File: src/rtl/mem_arbiter.sv
`timescale 1ns/1ps
// mem_arbiter: arbitrates NCH requesters onto a byte-serial 8-bit RAM/IO bus,
// serialising 1/2/4-byte accesses and assembling extended load results.
module mem_arbiter #(
  parameter int unsigned     NCH        = 2,
  parameter int unsigned     ARB_MODE   = 1,
  parameter logic [NCH-1:0]  FLUSH_MASK = (NCH)'(1)
) (
  input  logic              clk,
  input  logic              rst,
  input  logic              rdy,
  input  logic              clear,
  input  logic              io_buffer_full,
  input  logic [NCH-1:0]    req,
  input  logic [NCH-1:0]    we,
  input  logic [32*NCH-1:0] addr,
  input  logic [32*NCH-1:0] wdata,
  input  logic [2*NCH-1:0]  size,
  input  logic [NCH-1:0]    sext,
  output logic [NCH-1:0]    ack,
  output logic [31:0]       rdata,
  input  logic [7:0]        mem_din,
  output logic [7:0]        mem_dout,
  output logic [31:0]       mem_a,
  output logic              mem_wr
);

  localparam int unsigned IW = (NCH > 1) ? $clog2(NCH) : 1;

  typedef enum logic [2:0] {S_IDLE, S_IOWAIT, S_XFER, S_RDTAIL, S_DONE} state_e;

  state_e          state_q, state_d;
  logic [IW-1:0]   rr_q, rr_d;
  logic [IW-1:0]   id_q, id_d;
  logic            we_q, we_d;
  logic [31:0]     addr_q, addr_d;
  logic [31:0]     wdata_q, wdata_d;
  logic [1:0]      nlast_q, nlast_d;
  logic            sext_q, sext_d;
  logic [2:0]      k_q, k_d;
  logic            pend_q, pend_d;
  logic [31:0]     buf_q, buf_d;
  logic [31:0]     rdata_q, rdata_d;
  logic [NCH-1:0]  ack_q, ack_d;

  logic [NCH-1:0]  cand;
  logic            gnt_valid;
  logic [IW-1:0]   gnt_id;
  int unsigned     scan_start;
  int unsigned     scan_idx;
  logic [31:0]     addr_sel;
  logic [31:0]     wdata_sel;
  logic [1:0]      size_sel;
  logic [1:0]      cap_idx;
  logic            abort;

  // Pick the winning channel; the channel being acked and, during clear, flushable channels are skipped.
  always_comb begin
    cand = req & ~ack_q;
    if (clear) cand = cand & ~FLUSH_MASK;
    scan_start = (ARB_MODE == 1) ? 32'(rr_q) : 32'd0;
    scan_idx   = 0;
    gnt_valid  = 1'b0;
    gnt_id     = '0;
    for (int unsigned i = 0; i < NCH; i++) begin
      scan_idx = (scan_start + i) % NCH;
      if (!gnt_valid && cand[scan_idx]) begin
        gnt_valid = 1'b1;
        gnt_id    = IW'(scan_idx);
      end
    end
    addr_sel  = addr[32*gnt_id +: 32];
    wdata_sel = wdata[32*gnt_id +: 32];
    size_sel  = size[2*gnt_id +: 2];
  end

  // Next-state logic. A freeze with a read byte in flight rolls k back by one
  // so that byte is fetched again once rdy returns.
  always_comb begin
    state_d = state_q;
    rr_d    = rr_q;
    id_d    = id_q;
    we_d    = we_q;
    addr_d  = addr_q;
    wdata_d = wdata_q;
    nlast_d = nlast_q;
    sext_d  = sext_q;
    k_d     = k_q;
    pend_d  = pend_q;
    buf_d   = buf_q;
    rdata_d = rdata_q;
    ack_d   = ack_q;
    cap_idx = k_q[1:0] - 2'd1;
    abort   = clear && !we_q && FLUSH_MASK[id_q] && (addr_q[17:16] != 2'b11);
    if (rdy) begin
      ack_d  = '0;
      pend_d = 1'b0;
      if (pend_q) buf_d[8*cap_idx +: 8] = mem_din;
      case (state_q)
        S_IDLE: begin
          if (gnt_valid) begin
            id_d    = gnt_id;
            we_d    = we[gnt_id];
            addr_d  = addr_sel;
            wdata_d = wdata_sel;
            sext_d  = sext[gnt_id];
            nlast_d = (size_sel == 2'd0) ? 2'd0 : (size_sel == 2'd1) ? 2'd1 : 2'd3;
            k_d     = '0;
            buf_d   = '0;
            if (ARB_MODE == 1) rr_d = (gnt_id == IW'(NCH - 1)) ? '0 : gnt_id + 1'b1;
            if (we[gnt_id] && (addr_sel[17:16] == 2'b11) && io_buffer_full) state_d = S_IOWAIT;
            else state_d = S_XFER;
          end
        end
        S_IOWAIT: begin
          if (!io_buffer_full) state_d = S_XFER;
        end
        S_XFER: begin
          if (abort) begin
            state_d = S_IDLE;
          end else begin
            k_d    = k_q + 3'd1;
            pend_d = !we_q;
            if (k_q[1:0] == nlast_q) begin
              state_d = we_q ? S_DONE : S_RDTAIL;
              if (we_q) ack_d[id_q] = 1'b1;
            end
          end
        end
        S_RDTAIL: begin
          state_d = S_IDLE;
          if (!abort) begin
            case (nlast_q)
              2'd0:    rdata_d = {{24{sext_q & buf_d[7]}}, buf_d[7:0]};
              2'd1:    rdata_d = {{16{sext_q & buf_d[15]}}, buf_d[15:0]};
              default: rdata_d = buf_d;
            endcase
            ack_d[id_q] = 1'b1;
          end
        end
        S_DONE: state_d = S_IDLE;
        default: state_d = S_IDLE;
      endcase
    end else if (pend_q) begin
      k_d    = k_q - 3'd1;
      pend_d = 1'b0;
      if (state_q == S_RDTAIL) state_d = S_XFER;
    end
  end

  // State and datapath registers.
  always_ff @(posedge clk or negedge rst) begin
    if (!rst) begin
      state_q <= S_IDLE;
      rr_q    <= '0;
      id_q    <= '0;
      we_q    <= 1'b0;
      addr_q  <= '0;
      wdata_q <= '0;
      nlast_q <= '0;
      sext_q  <= 1'b0;
      k_q     <= '0;
      pend_q  <= 1'b0;
      buf_q   <= '0;
      rdata_q <= '0;
      ack_q   <= '0;
    end else begin
      state_q <= state_d;
      rr_q    <= rr_d;
      id_q    <= id_d;
      we_q    <= we_d;
      addr_q  <= addr_d;
      wdata_q <= wdata_d;
      nlast_q <= nlast_d;
      sext_q  <= sext_d;
      k_q     <= k_d;
      pend_q  <= pend_d;
      buf_q   <= buf_d;
      rdata_q <= rdata_d;
      ack_q   <= ack_d;
    end
  end

  // Bus drive: only active during XFER; writes are suppressed while frozen.
  always_comb begin
    mem_a    = '0;
    mem_dout = '0;
    mem_wr   = 1'b0;
    if (state_q == S_XFER) begin
      mem_a = addr_q + {30'd0, k_q[1:0]};
      if (we_q) begin
        mem_dout = wdata_q[8*k_q[1:0] +: 8];
        mem_wr   = rdy;
      end
    end
  end

  assign ack   = ack_q;
  assign rdata = rdata_q;

endmodule

File: config.mk
export PLATFORM = sky130hd
export DESIGN_NAME = mem_arbiter
export DESIGN_NICKNAME = d
export VERILOG_FILES = /design/src/rtl/mem_arbiter.sv
export SDC_FILE = /design/constraint.sdc
export NUM_CORES = 1
export LEC_CHECK = 0
export ABC_AREA = 1
export CAP_MARGIN = 20
export CORE_ASPECT_RATIO = 1.5
export CORE_MARGIN = 2
export CORE_UTILIZATION = 49
export DETAILED_ROUTE_END_ITERATION = 16
export GPL_ROUTABILITY_DRIVEN = 0
export HOLD_SLACK_MARGIN = 0.02
export PLACE_DENSITY = 0.94
export SLEW_MARGIN = 20
export SYNTH_ARGS = -nofsm -noshare
export SYNTH_HDL_FRONTEND = slang
export SYNTH_SLANG_ARGS = --single-unit
File: constraint.sdc
create_clock -name clk -period 2.8 [get_ports clk]
set_input_delay 0.56 -clock clk [delete_from_list [all_inputs] [get_ports clk]]
set_output_delay 0.56 -clock clk [all_outputs]
set_load 0.02 [all_outputs]
======== Word-level counts from Yosys, hierarchy flattened ========
Cells that the tools add are included.
cells by class
  add/sub/neg operators ................... 7
  order comparisons ....................... 5
  eq/ne operators ......................... 13
  shift-type cells ........................ 6
  multiplexer cells ....................... 54
  bitwise operators ....................... 5
  reduce and logical (&&, ||, !) cells .... 18
operator list
  cell                                                                           number
  32-bit two-way mux                                                             5
  64-bit by 7-bit indexed part select with 32-bit output                         2
  32-bit case mux with 2 select lines                                            1
  3-bit two-way mux                                                              12
  5-bit negator with 34-bit output                                               1
  8-bit by 34-bit variable shift with 32-bit output (first input constant)       1
  8-bit by 34-bit indexed part select with 32-bit output                         1
  32-bit by 2-bit adder with 32-bit output                                       1
  32-bit bitwise mux                                                             1
  32-bit by 6-bit indexed part select with 8-bit output                          1
  1-bit two-way mux                                                              22
  8-bit two-way mux                                                              2
  2-bit two-way mux                                                              7
  3-bit inequality test (second input constant)                                  3
  3-bit case mux with 3 select lines                                             1
  1-bit by 2-bit less-than comparator with 1-bit output (second input constant)  4
  1-bit logical AND                                                              7
  3-bit by 2-bit equality test with 1-bit output (second input constant)         2
  3-bit case mux with 2 select lines                                             1
  3-bit AND reduction                                                            2
  5-bit AND reduction                                                            1
  2-bit by 1-bit equality test with 1-bit output (second input constant)         2
  2-bit logical NOT                                                              2
  4-bit inequality test (second input constant)                                  1
  other kinds (21)                                                               25
storage, ports and cells
  register bits ........................... 143
  output and inout port bits .............. 75
  logic and storage cells ................. 121

======== Logic depth before layout (Yosys ltp) ========
  depth in word-level cells ............... 17
  depth in mapped cells ................... 14
  depth with buffers taken out ............ 12

======== Worst setup path after synthesis ========
No wires, ideal clock.
  kind .................................... reg-to-output
  start point ............................. register k_q[0]
  end point ............................... output port mem_a[24]
  arrival time ............................ 1.973 ns
  path slack .............................. 0.267 ns
  stages on the path, launching flop included .. 10
  path buffers ............................ 0
  cells stage by stage .................... dfrtp_1 > ha_1 > fa_1 > nand3_1 > inv_1 > nand2_1 > nor3_1 > nand4_1 > xor2_1 > nor2_1
between the ends
  longest elaborated chain between the ends .. 2
RTL lines
  what                                      line  RTL
  start, declared                           40    logic [2:0] k_q, k_d;
  start signal, assigned                    176   k_q <= k_d;
  32-bit by 2-bit adder with 32-bit output  190   mem_a = addr_q + {30'd0, k_q[1:0]};
  32-bit two-way mux                        189   if (state_q == S_XFER) begin
  end, declared                             24    output logic [31:0] mem_a,
No other way between the ends.

======== Worst setup path in the final report ========
  start point ............................. register k_q[1]
  end point ............................... output port mem_a[31]
The elaborated chain is that of the path after synthesis.

==> qor.txt <==
DRC violations left - 0
CTS tree - built
RSZ-0062 raised after global routing - true
FF-to-FF path depth - 14
Final setup vio count - 10
Worst Setup End Kind - primary output
Layout Skew - 11.0 ps
Die Height - 161 um
WHS - 138 ps
Critical path required time - 2240 ps
Fin nets - 1505
Slew headroom - 0.497
Reg2reg setup slack - 170 ps
TNS Setup - -636 ps
Clock-pin slew of the registers on the worst-case setup and hold paths - 70 ps
Post-CTS Hold Fix Bufs - 0
Starting Density - 0.497
Peak Freq - 0.342 GHz
Worst setup margin - -120 ps
#FFs+latches synth - 142
Worst setup path end - mem_a[31]
Arrival @ worst endpoint - 2360 ps
Netlist cell types - 42
Congestion Overflow GR - 0
Synth warn - 0
RR Endpoint - rdata[9]
First-pass GRT wire length - 43000 um
Mapped Avg Cell Area - 7.40 um2
Pin count of the biggest net entering global routing - 71
Final WL - 28100 um
Core ar. - 16100 um2
CP max stage delay - 400 ps
Max VDD drop - 598 uV
Ys flop type - dfrtp_1
Vias in the first global route - 8910
Maxcap violations - 0
Util after Layout - 0.732
Worst Setup SP - k_q[1]
Critical path's slowest cell - dfrtp_1
Post-synthesis cell count - 1082
HPWL Detailed - 20000 um
PortBufs - 225
TritonCTS Buffers - 17
Status - finished with violations
Worst slew pin tran - 755 ps
Area after DPL - 10600 um2
Clk sink count - 142
Area grow syn2layout - 47.4%
Boundary pin count - 226
Initial DRT Pass Iterations - 5
Critical path fanouts, max - 3
Final worst-path cycle share - 1.04
DR WL/cell - 18.0 um
Die area - 17400 um2
Worst-Skew Late Latency - 420 ps
Fraction of registers with async set/reset - 1.00
Remaining antenna violation count after routing - 0
Syn_nets - 1241
Via/cell ratio - 5.73
Failing checks - setup timing
Sequential share of the synthesized area - 0.444
CTS max path bufs - 2
Critical Path, Cell by Cell - ha_1, nand2_2, inv_2, o21ai_4, nor2_4, buf_6, nand3_4, nor2_4, buf_6, nand2_2, nand2_1, nand2_1, nor2_1, buf_4
Die Wd - 108 um
Hold crit path type - in -> async
Total GRT Usage - 0.320
Root Driver - clkbuf_16
Final Hold Fails - 0
Layout cells sized above 1 - 0.156
Initial antenna violation count - 1
Post-synth EDFFs - 0
Crit path launch type - register
Fin. max-slew vios - 0
Crit path time final - 2920 ps
Worst slack, placed - -161 ps
Mapped Area - 8010 um2
Cell area after layout - 11800 um2
Row count - 57
Crit Path Category - reg -> out
Htree depth - 4
DRT iter0 DRCs - 724
Reg-to-reg startpoint - k_q[0]
PwrDens - 1000 nW/um2
Leak - 0.00558 uW
Vias - 8974
-- cell families (layout without fill, tap and decap cells) --
group,after synthesis,in the layout,share of synthesized area
AND/OR/NAND/NOR,549,550,0.289
AO/OA/AOI/OAI,195,195,0.148
buffers and inverters,178,454,0.0944
flip-flops,142,142,0.444
XOR/XNOR,10,10,0.0109
adder cells (fa/ha/maj),8,8,0.0134
other,0,1,0
-- cell usage in the layout (no fill, tap or decap), types with 5 or more instances in the layout --
cell	n
nor2_2	6
nor2_1	98
inv_2	6
clkinvlp_4	5
nand4_1	10
nor3_1	8
nand2_1	293
o22ai_1	28
ha_1	5
inv_1	111
clkdlybuf4s50_1	182
nor2_4	8
dfrtp_1	140
o21ai_0	66
nand3_1	91
xor2_1	9
dlymetal6s2s_1	8
a21oi_1	32
buf_2	8
clkbuf_16	18
a2bb2oi_1	12
o211ai_1	8
buf_12	6
nor3_4	5
a31oi_1	7
buf_4	73
a22oi_1	24
inv_6	5
nor3_2	7
buf_6	12
nand2_2	5
-- worst max-delay path, delay by kind of cell, from the launching register on --
kind / cells / cell delay (ps)
compound gates: 1 / 70
fa+ha+maj: 1 / 300
buf+inv: 4 / 460
flops: 1 / 400
simple gates: 8 / 710
-- area by class of cell --
type,count,area [um2]
clock buffers,17,425
repair buffers,298,2850
fillers,1181,4320
flip-flops and latches,142,3560
clock inverters,15,175
multi-input cells,763,4060
inverters,124,480
diodes,1,2.50
well taps,206,258
-- cell usage after synthesis, types with 2 or more instances --
cell type / count / area share
inv_1: 117 / 0.055
inv_2: 4 / 0.0019
clkbuf_1: 22 / 0.010
nand3b_1: 3 / 0.0028
buf_4: 8 / 0.0075
nor2_1: 109 / 0.051
nand2_1: 300 / 0.14
nand3_1: 95 / 0.059
nand4_1: 10 / 0.0078
nor2_2: 3 / 0.0023
buf_6: 5 / 0.0070
ha_1: 7 / 0.011
o211ai_1: 8 / 0.0075
a21oi_1: 35 / 0.022
o22ai_1: 28 / 0.022
o21ai_0: 71 / 0.044
nor3_1: 18 / 0.011
buf_1: 4 / 0.0019
a22oi_1: 24 / 0.023
a2bb2oi_1: 16 / 0.018
buf_2: 15 / 0.0094
dfrtp_1: 142 / 0.44
nor4_1: 4 / 0.0031
clkinv_1: 2 / 0.00094
a31oi_1: 7 / 0.0055
xor2_1: 9 / 0.0098
-- worst min-delay path by stage --
stage	from	end	slack, ps	cells past startpoint
after floorplan	rst	ack[0]	260	0
after global placement	rdata[0]	rdata[0]	450	2
after detailed placement	rdata[7]	rdata[7]	460	2
after CTS	rst	wdata_q[11]	150	1
after global routing	rst	wdata_q[8]	170	1
final	rst	wdata_q[11]	140	1
-- metal layers --
layer | track usage | share of wire
met1 | 0.329 | 0.34
met2 | 0.572 | 0.52
met3 | 0.0597 | 0.065
met4 | 0.223 | 0.074
met5 | 0 | 0
-- sequential cells by signal, indices dropped and copies added (netlist names), 2 cells and up --
register / count
addr_q: 32
state_q: 3
ack: 2
nlast_q: 2
k_q: 2
buf_q: 32
rdata: 32
wdata_q: 32
-- power by group --
part	leakage [uW]	switching, uW	total [uW]	internal (uW)
sequential	0.00180	749	3680	2930
combinational	0.00349	3410	5830	2420
clock	0.000291	971	2320	1340
-- what timing repair did --
action | 4_1_cts | 5_1_grt
gates cloned | 0 | 2
endpoints found under the hold margin | 0 | 0
buffers inserted | 15 | 14
endpoints found under the setup margin | 41 | 56
resized for setup | 152 | 91
pin swaps | 7 | 16
-- stage by stage --
stage / std cells / total power [uW]
final: 1566 / 11800
after detailed placement: 1505 / 8980
after global placement: 1505 / 8780
after CTS: 1552 / 11400
after global routing: 1566 / 12500
after floorplan: 1082 / 6650
Power figures use the tool's default switching activity.
